`config.mk`:
```
export PLATFORM = sky130hd
export DESIGN_NAME = input_edge_timestamper
export DESIGN_NICKNAME = d
export VERILOG_FILES = /design/src/rtl/input_edge_timestamper_pkg.sv /design/src/rtl/input_edge_timestamper_edge_fifo.sv /design/src/rtl/input_edge_timestamper.sv
export SDC_FILE = /design/constraint.sdc
export NUM_CORES = 1
export LEC_CHECK = 0
export ABC_CLOCK_PERIOD_IN_PS = 8800
export BUFFER_PORTS_ARGS = -buffer_cell sky130_fd_sc_hd__buf_4
export CORE_MARGIN = 2
export CORE_UTILIZATION = 30
export CTS_BUF_LIST = sky130_fd_sc_hd__clkbuf_4 sky130_fd_sc_hd__clkbuf_8 sky130_fd_sc_hd__clkbuf_16
export CTS_CLUSTER_SIZE = 14
export DETAILED_ROUTE_END_ITERATION = 12
export GPL_TIMING_DRIVEN = 0
export PLACE_DENSITY = 0.47
export REMOVE_ABC_BUFFERS = 1
export SETUP_SLACK_MARGIN = 0.3
export SYNTH_ARGS = -nofsm -noshare
export SYNTH_HDL_FRONTEND = slang
export SYNTH_HIERARCHICAL = 1
export SYNTH_SLANG_ARGS = --single-unit
```
`constraint.sdc`:
```
create_clock -name evrClk -period 8.8 [get_ports evrClk]
set_input_delay 0.44 -clock evrClk [delete_from_list [all_inputs] [get_ports evrClk]]
set_output_delay 0.44 -clock evrClk [all_outputs]
set_load 0.05 [all_outputs]
```
`src/rtl/input_edge_timestamper_pkg.sv`:
```
// Shared definitions for the input edge timestamper and its readout CSR decoder.
// Entry layout, from the LSB up: fine, coarse, multi, polarity.
package input_edge_timestamper_pkg;

  typedef enum logic [1:0] {
    EDGE_NONE    = 2'd0,
    EDGE_RISING  = 2'd1,
    EDGE_FALLING = 2'd2,
    EDGE_BOTH    = 2'd3
  } edgeSel_e;

  typedef enum logic [1:0] {
    ST_DISABLED = 2'd0,
    ST_ARMED    = 2'd1,
    ST_HOLDOFF  = 2'd2
  } tsState_e;

  localparam int ENTRY_FINE_LSB = 0;

  function automatic int entryCoarseLsb(input int fineWidth);
    return fineWidth;
  endfunction

  function automatic int entryMultiBit(input int fineWidth, input int coarseWidth);
    return fineWidth + coarseWidth;
  endfunction

  function automatic int entryPolarityBit(input int fineWidth, input int coarseWidth);
    return fineWidth + coarseWidth + 1;
  endfunction

endpackage

```
`src/rtl/input_edge_timestamper_edge_fifo.sv`:
```
// Single-clock FWFT FIFO holding timestamp entries; the head reads as zero when empty.
// A push into a full FIFO is accepted only when a pop frees a slot in the same cycle.
module edge_fifo #(
  parameter int ENTRY_WIDTH        = 28,
  parameter int FIFO_ADDRESS_WIDTH = 4
) (
  input  logic                   clk,
  input  logic                   rst,
  input  logic                   wrEn,
  input  logic [ENTRY_WIDTH-1:0] wrData,
  input  logic                   rdEn,
  output logic [ENTRY_WIDTH-1:0] rdData,
  output logic                   full,
  output logic                   empty
);

  localparam int DEPTH = 1 << FIFO_ADDRESS_WIDTH;
  localparam logic [FIFO_ADDRESS_WIDTH-1:0] PTR_ONE = 1;
  localparam logic [FIFO_ADDRESS_WIDTH:0]   CNT_ONE = 1;
  localparam logic [FIFO_ADDRESS_WIDTH:0]   CNT_FULL = DEPTH[FIFO_ADDRESS_WIDTH:0];

  logic [ENTRY_WIDTH-1:0]        mem [DEPTH];
  logic [FIFO_ADDRESS_WIDTH-1:0] wrPtr;
  logic [FIFO_ADDRESS_WIDTH-1:0] rdPtr;
  logic [FIFO_ADDRESS_WIDTH:0]   count;
  logic                          doPush;
  logic                          doPop;

  assign full   = (count == CNT_FULL);
  assign empty  = (count == '0);
  assign doPop  = rdEn && !empty;
  assign doPush = wrEn && (!full || doPop);
  assign rdData = empty ? '0 : mem[rdPtr];

  always_ff @(posedge clk) begin
    if (doPush) mem[wrPtr] <= wrData;
  end

  always_ff @(posedge clk) begin
    if (rst) begin
      wrPtr <= '0;
      rdPtr <= '0;
      count <= '0;
    end else begin
      if (doPush) wrPtr <= wrPtr + PTR_ONE;
      if (doPop)  rdPtr <= rdPtr + PTR_ONE;
      case ({doPush, doPop})
        2'b10:   count <= count + CNT_ONE;
        2'b01:   count <= count - CNT_ONE;
        default: count <= count;
      endcase
    end
  end

endmodule

```
`src/rtl/input_edge_timestamper.sv`:
```
// Detects the first qualifying pin transition in each SERDES word and queues a
// {polarity, multi, coarse, fine} timestamp relative to the last reference strobe.
module input_edge_timestamper
  import input_edge_timestamper_pkg::*;
#(
  parameter int SERDES_WIDTH       = 4,
  parameter int COARSE_WIDTH       = 24,
  parameter int HOLDOFF_WIDTH      = 16,
  parameter int FIFO_ADDRESS_WIDTH = 4,
  parameter int FINE_WIDTH         = $clog2(SERDES_WIDTH),
  parameter int ENTRY_WIDTH        = 2 + COARSE_WIDTH + FINE_WIDTH
) (
  input  logic                     evrClk,
  input  logic                     evrReset,
  input  logic [SERDES_WIDTH-1:0]  serdesPattern,
  input  logic                     referenceStrobe,
  input  logic                     enable,
  input  logic [1:0]               edgeSelect,
  input  logic [HOLDOFF_WIDTH-1:0] holdoffCount,
  input  logic                     clearOverflow,
  output logic                     outValid,
  input  logic                     outReady,
  output logic [ENTRY_WIDTH-1:0]   outEntry,
  output logic                     overflow,
  output logic [15:0]              dropCount
);

  localparam logic [COARSE_WIDTH-1:0]  COARSE_ONE = 1;
  localparam logic [HOLDOFF_WIDTH-1:0] HOLD_ONE   = 1;
  localparam logic [SERDES_WIDTH-1:0]  MASK_ONE   = 1;

  logic [SERDES_WIDTH-1:0] word_p0;
  logic                    prevBit_p0;
  logic                    wordVld_p0;
  logic                    primed_p0;
  logic [COARSE_WIDTH-1:0] coarse_p0;
  logic [1:0]              edgeSel_p0;

  // Stage p0: input word, previous MSB and coarse count of this word
  always_ff @(posedge evrClk) begin
    if (evrReset) begin
      word_p0    <= '0;
      prevBit_p0 <= 1'b0;
      wordVld_p0 <= 1'b0;
      primed_p0  <= 1'b0;
      coarse_p0  <= '0;
      edgeSel_p0 <= '0;
    end else begin
      word_p0    <= serdesPattern;
      prevBit_p0 <= word_p0[SERDES_WIDTH-1];
      wordVld_p0 <= 1'b1;
      primed_p0  <= wordVld_p0;
      edgeSel_p0 <= edgeSelect;
      if (referenceStrobe || !wordVld_p0) coarse_p0 <= '0;
      else if (coarse_p0 != '1)           coarse_p0 <= coarse_p0 + COARSE_ONE;
    end
  end

  logic [SERDES_WIDTH-1:0] prevSamples;
  logic [SERDES_WIDTH-1:0] toggled;
  logic [SERDES_WIDTH-1:0] qualMask;
  logic                    riseEn;
  logic                    fallEn;
  logic                    hit;
  logic                    multi;
  logic                    polarity;
  logic [FINE_WIDTH-1:0]   hitFine;

  assign prevSamples = {word_p0[SERDES_WIDTH-2:0], prevBit_p0};
  assign toggled     = word_p0 ^ prevSamples;
  assign riseEn      = (edgeSel_p0 == EDGE_RISING)  || (edgeSel_p0 == EDGE_BOTH);
  assign fallEn      = (edgeSel_p0 == EDGE_FALLING) || (edgeSel_p0 == EDGE_BOTH);

  always_comb begin
    qualMask = (toggled & word_p0 & {SERDES_WIDTH{riseEn}}) |
               (toggled & ~word_p0 & {SERDES_WIDTH{fallEn}});
    // Bit 0 of the first word has no genuine predecessor sample
    if (!primed_p0) qualMask[0] = 1'b0;
    if (!wordVld_p0) qualMask = '0;
    hitFine = '0;
    for (int i = SERDES_WIDTH - 1; i >= 0; i--) begin
      if (qualMask[i]) hitFine = FINE_WIDTH'(i);
    end
    hit      = |qualMask;
    multi    = (qualMask & (qualMask - MASK_ONE)) != '0;
    polarity = word_p0[hitFine];
  end

  tsState_e                 state;
  logic [HOLDOFF_WIDTH-1:0] holdCnt;
  logic                     accept;
  logic                     push_p1;
  logic [ENTRY_WIDTH-1:0]   entry_p1;

  assign accept = (state == ST_ARMED) && hit;

  // Stage p1: arming/holdoff control and the registered entry headed for the FIFO
  always_ff @(posedge evrClk) begin
    if (evrReset) begin
      state   <= ST_DISABLED;
      holdCnt <= '0;
      push_p1 <= 1'b0;
    end else begin
      push_p1 <= accept;
      if (!enable) begin
        state   <= ST_DISABLED;
        holdCnt <= '0;
      end else begin
        case (state)
          ST_DISABLED: state <= ST_ARMED;
          ST_ARMED: begin
            if (accept && (holdoffCount != '0)) begin
              state   <= ST_HOLDOFF;
              holdCnt <= holdoffCount;
            end
          end
          ST_HOLDOFF: begin
            if (holdCnt <= HOLD_ONE) begin
              state   <= ST_ARMED;
              holdCnt <= '0;
            end else begin
              holdCnt <= holdCnt - HOLD_ONE;
            end
          end
          default: state <= ST_DISABLED;
        endcase
      end
    end
  end

  always_ff @(posedge evrClk) begin
    entry_p1 <= {polarity, multi, coarse_p0, hitFine};
  end

  logic fifoFull;
  logic fifoEmpty;
  logic drop;

  edge_fifo #(
    .ENTRY_WIDTH       (ENTRY_WIDTH),
    .FIFO_ADDRESS_WIDTH(FIFO_ADDRESS_WIDTH)
  ) u_fifo (
    .clk   (evrClk),
    .rst   (evrReset),
    .wrEn  (push_p1),
    .wrData(entry_p1),
    .rdEn  (outReady),
    .rdData(outEntry),
    .full  (fifoFull),
    .empty (fifoEmpty)
  );

  assign outValid = !fifoEmpty;
  assign drop     = push_p1 && fifoFull && !outReady;

  // Stage p2: lost-event bookkeeping
  always_ff @(posedge evrClk) begin
    if (evrReset) begin
      overflow  <= 1'b0;
      dropCount <= '0;
    end else if (clearOverflow) begin
      overflow  <= 1'b0;
      dropCount <= '0;
    end else if (drop) begin
      overflow <= 1'b1;
      if (dropCount != 16'hFFFF) dropCount <= dropCount + 16'd1;
    end
  end

endmodule

```
; Word-level counts from Yosys, hierarchy flattened
; Memory sizes are Yosys's and may differ from the RTL's. A register that Yosys moved wholly into a read port is not among the register bits.
; Index checks and enable logic that the tools add are counted.
[totals]
out_inout_bits = 46
mem_count = 1
reg_bits = 110
ramBits = 448
inputBits = 28
[classes]
n_bitwise = 9
n_lt_le_gt_ge = 2
eq_ne = 12
mux = 21
reduce_logical = 27
add_sub_neg = 8
[memory_table]
columns = memory, depth, word_bits, rd, rd_clocked_by_memory_dff, write_ports, line
row1 = u_fifo.mem, 16, 28, 1, 1, 1, input_edge_timestamper_edge_fifo.sv:22  ; logic [ENTRY_WIDTH-1:0] mem [DEPTH];
[op_table]
columns = cell, count
row1 = 2-to-1 mux 16 bit, 2
row2 = case mux 16 bit (2 select lines), 1
row3 = 2-to-1 mux 28 bit, 1
row4 = adder 24 x 1 -> 24 bit (second input constant), 1
row5 = != test 24 bit (second input constant), 1
row6 = AND 4 bit, 5
row7 = adder 16 x 1 -> 16 bit (second input constant), 1
row8 = <= comparator 16 x 1 -> 1 bit (second input constant), 1
row9 = != test 16 bit (second input constant), 1
row10 = nonzero test 16 bit, 1
row11 = subtractor 16 x 1 -> 16 bit (second input constant), 1
row12 = 2-to-1 mux 2 bit, 6
row13 = 2-to-1 mux 4 bit, 3
row14 = case mux 5 bit (2 select lines), 1
row15 = adder 4 x 1 -> 4 bit (second input constant), 2
row16 = == test 2 bit (second input constant), 4
row17 = == test 2 x 1 -> 1 bit (second input constant), 3
row18 = logical AND 1 bit, 6
row19 = case mux 2 bit (3 select lines), 1
row20 = AND reduction 2 bit, 3
row21 = OR reduction 2 bit, 3
row22 = adder 5 x 1 -> 5 bit (second input constant), 1
row23 = == test 5 bit (second input constant), 1
row24 = logical NOT 5 bit, 1
row25 = 17 further kinds, 28

; Depth between registers and ports, before layout
[depth]
ltp_word = 12
depth_mapped = 9
depth_no_buf = 8

; Modules after synthesis
; Netlist, hierarchy kept.
[by_module_without_submodules]
columns = module, seq_area_each_um2, n_inst, area_each_um2, cells_each
row1 = edge_fifo, 13793.2, 1, 18109.9, 816
row2 = input_edge_timestamper, 1941.9, 1, 4232.8, 474

; Worst setup path after synthesis
; Ideal clock, no wire load.
[synth_timing]
path_kind = input to register
start = input port outReady
end = memory u_fifo.mem[0][0], enable pin
n_path_buf = 1
stages = 4
setup_slack_ns = 4.561
arrival_ns = 3.755
cell_sequence = clkbuf_1 -> nand2b_1 -> o21ai_4 -> nor4_1
[synth_between]
elab_chain_cells = 5
[synth_lines]
columns = element, line
row1 = start: declaration, input_edge_timestamper.sv:22  ; input logic outReady,
row2 = logical AND 1 bit, input_edge_timestamper_edge_fifo.sv:31  ; assign doPop = rdEn && !empty;
row3 = logical OR 1 bit, input_edge_timestamper_edge_fifo.sv:32  ; assign doPush = wrEn && (!full || doPop);
row4 = logical AND 1 bit, input_edge_timestamper_edge_fifo.sv:32
row5 = 2-to-1 mux 1 bit, input_edge_timestamper_edge_fifo.sv:36  ; if (doPush) mem[wrPtr] <= wrData;
row6 = 2-to-1 mux 1 bit (not written as such), input_edge_timestamper_edge_fifo.sv:36
row7 = end: declaration, input_edge_timestamper_edge_fifo.sv:22
; Every way passes these cells.

==> impl_metrics.yaml <==
clock_network:
  path_clk_slew_ps: 60
  cts_buffer_depth: 3
  root_buffer: "clkbuf_16"
  cts_tree: "done"
  cts_resized: 0
  cts_buffers: 60
  cts_num_sinks: 562
  htreeDepth: 2
  clk_latency_ps: 620
placed_design:
  place_hpwl_um: 32300
  gp_congestion: 0.786
  portBuffers: 73
  placedCellCount: 2313
  dp_slack_ps: 5650
  postPlaceCellArea_um2: 24500
worst_setup_path:
  critPathRequiredTime_ps: 8360
  startpoint_type: "flip-flop"
  cpMaxStageDelayCell: "dfxtp_4"
  crit_chain: "buf_16, mux4_2, mux2_2, a221o_1, buf_4"
  end_kind: "output pin"
  path_class: "flip-flop to output pin"
  crit_path_max_incr_delay_ps: 790
  arrival_ps: 3260
  cp_max_fo: 45
timing:
  drv_slew: 0
  fin_crit_ps: 3700
  setup_viol: 0
  finalCritPeriodShare_pct: 42.0
  timing.hold.ws_ps: 38.8
  relSlewSlack_pct: 24.6
  hold_viol_final: 0
  max_clock_freq_ghz: 0.271
  fin_setup_tns_ps: 0
  tightest_slew_ps: 1120
  timing.final.ws_setup_ps: 5100
  fin_skew_ps: 15.1
  rsz0062_at_grt: "false"
logic_synthesis:
  synth_top_area_share_pct: 60.2
  ys_ff_latch: 562
  synthArstFlopShare_pct: 0
  synth.distinct_cells: 74
  yosysSeqAreaShare_pct: 70.4
  synth_ff_type: "edfxtp_1"
  avgSynthCellArea_um2: 17.3
  yosys-top-cells-count: "edfxtp_1 (448), dfxtp_1 (114), mux4_2 (112)"
  synthCells: 1290
  yosysWarnings: 6
  synth_top_area_cell: "edfxtp_1"
  synth_edf_count: 448
  synth.most_common_cell: "edfxtp_1"
  synth_area_leaders: "edfxtp_1 (60%), mux4_2 (11%), dfxtp_1 (10%)"
  syn_area_um2: 22300
global_routing:
  antenna_found_initial: 0
  first_global_vias: 12400
  grt_pass1_wl_um: 79000
  track_usage_pct: 13.6
  grt_max_degree: 46
  overflow: 0
drt:
  wire_per_inst_um: 21.6
  wl_met3_um: 2120
  drc: 0
  drt_iter0_markers: 950
  met1_length_um: 25000
  route.detailed.vias_per_inst: 4.97
  first_pass_iters: 5
  met2WireLength_um: 24100
  ant_nets: 0
  wirelength_um: 52500
  top_layer_used: "met4"
  vias: 12100
pwr:
  vdd_drop_max_mv: 0.180
  p_leak_nw: 8.74
  pwr_density_cell_nw_per_um2: 260
layout:
  nets: 1449
  fin_cells: 2429
  antenna_cells: 0
  drive_gt1_share_pct: 27.9
  syn_to_final_growth_pct: 19.2
  finalInstanceArea_um2: 26600
min_path:
  min_path_type: "input port to flip-flop"
floorplanning:
  rows: 100
  core_area_um2: 74100
  die_h_um: 277
  start_util_pct: 30.2
  die_w_um: 277
  dieArea_um2: 76700
  io_pins: 74
run:
  cap_violations: 0
run_status:
  status: "complete, no violations"
report_power, final:
| part | switching (mW) | total (mW) | leakage, nW | internal [mW] |
|---|---|---|---|---|
| Clock | 1.04 | 2.58 | 1.05 | 1.53 |
| Combinational | 0.795 | 1.40 | 2.65 | 0.605 |
| Sequential | 0.0865 | 2.95 | 5.04 | 2.86 |
cell usage in the layout, fill, tap and decap left out, types with 23 or more instances in the layout:
| master | instances |
|---|---|
| buf_4 | 95 |
| clkbuf_16 | 63 |
| nand3_1 | 23 |
| nor2_1 | 62 |
| a21oi_1 | 27 |
| edfxtp_1 | 448 |
| nor2b_1 | 32 |
| nand2_1 | 30 |
| a221o_1 | 32 |
| mux2_2 | 29 |
| dfxtp_1 | 111 |
| mux4_2 | 112 |
logic make-up (layout without fill, tap and decap cells):
| kind of cell | after synthesis | after routing | share of synthesized area (%) |
|---|---|---|---|
| flops | 562 | 562 | 70.4 |
| simple gates | 300 | 300 | 7.51 |
| compound gates | 148 | 148 | 5.01 |
| mux | 148 | 148 | 13.1 |
| buf+inv | 81 | 251 | 1.74 |
| xor+xnor | 37 | 37 | 1.45 |
| fa+ha+maj | 14 | 14 | 0.806 |
stage by stage:
stage | utilization [%] | power, mW
2_1_floorplan | - | 4.01
3_5_place_dp | 33.1 | 4.43
5_1_grt | 36.0 | 7.20
6_report | 36.0 | 6.92
3_3_place_gp | 32.1 | 4.49
4_1_cts | 35.9 | 7.03
area by class of cell:
cell class                      count  area, um2
Tap cell                          969       1210
Multi-Input combinational cell    647       6330
Fill cell                        6938      47400
Clock buffer                       89       1830
Timing Repair Buffer              119       1210
Sequential cell                   562      15700
Inverter                           18       67.6
Clock inverter                     25        231
worst max-delay path: cells and delay by family, from the launching register on:
family	cells	cell delay [ps]
muxes	2	840
DFF	1	790
buffers and inverters	2	600
AOI/OAI and AO/OA	1	370
flip-flops by register name, summed over array words and instances, names as in the netlist, named ones only:
signal and flops:
prevBit_p0 1, dropCount 16, primed_p0 1, u_fifo/count 5
u_fifo/wrPtr 4, u_fifo/mem 448, overflow 1, u_fifo/rdPtr 4
wordVld_p0 1, coarse_p0 24, edgeSel_p0 2, push_p1 1
entry_p1 28, state 2, holdCnt 16, word_p0 4
path summary, 6_finish.rpt:
kind                                 from                    endpoint  slack (ps)  cells after the start
max                             flip-flop                outEntry[22]        5100                      5
min reg2reg     coarse_p0[5]$_SDFFE_PP0P_         entry_p1[7]$_DFF_P_         380                      0
min                      serdesPattern[2]       word_p0[2]$_SDFF_PP0_          40                      2
max reg2reg  u_fifo/count[0]$_SDFFE_PP0P_  dropCount[13]$_SDFFE_PP0P_        5940                      7
what timing repair did:
action,4_1_cts,5_1_grt
buffers inserted,0,0
endpoints found under the setup margin,0,0
hold buffers,1,0
hold endpoints to repair,1,0
metal layers:
metal,track usage [%],vias up
li1,-,5450
met1,19.4,6296
met2,21.4,244
met3,2.29,80
met4,4.18,0
met5,0,-
(Power assumes the default switching activity.)
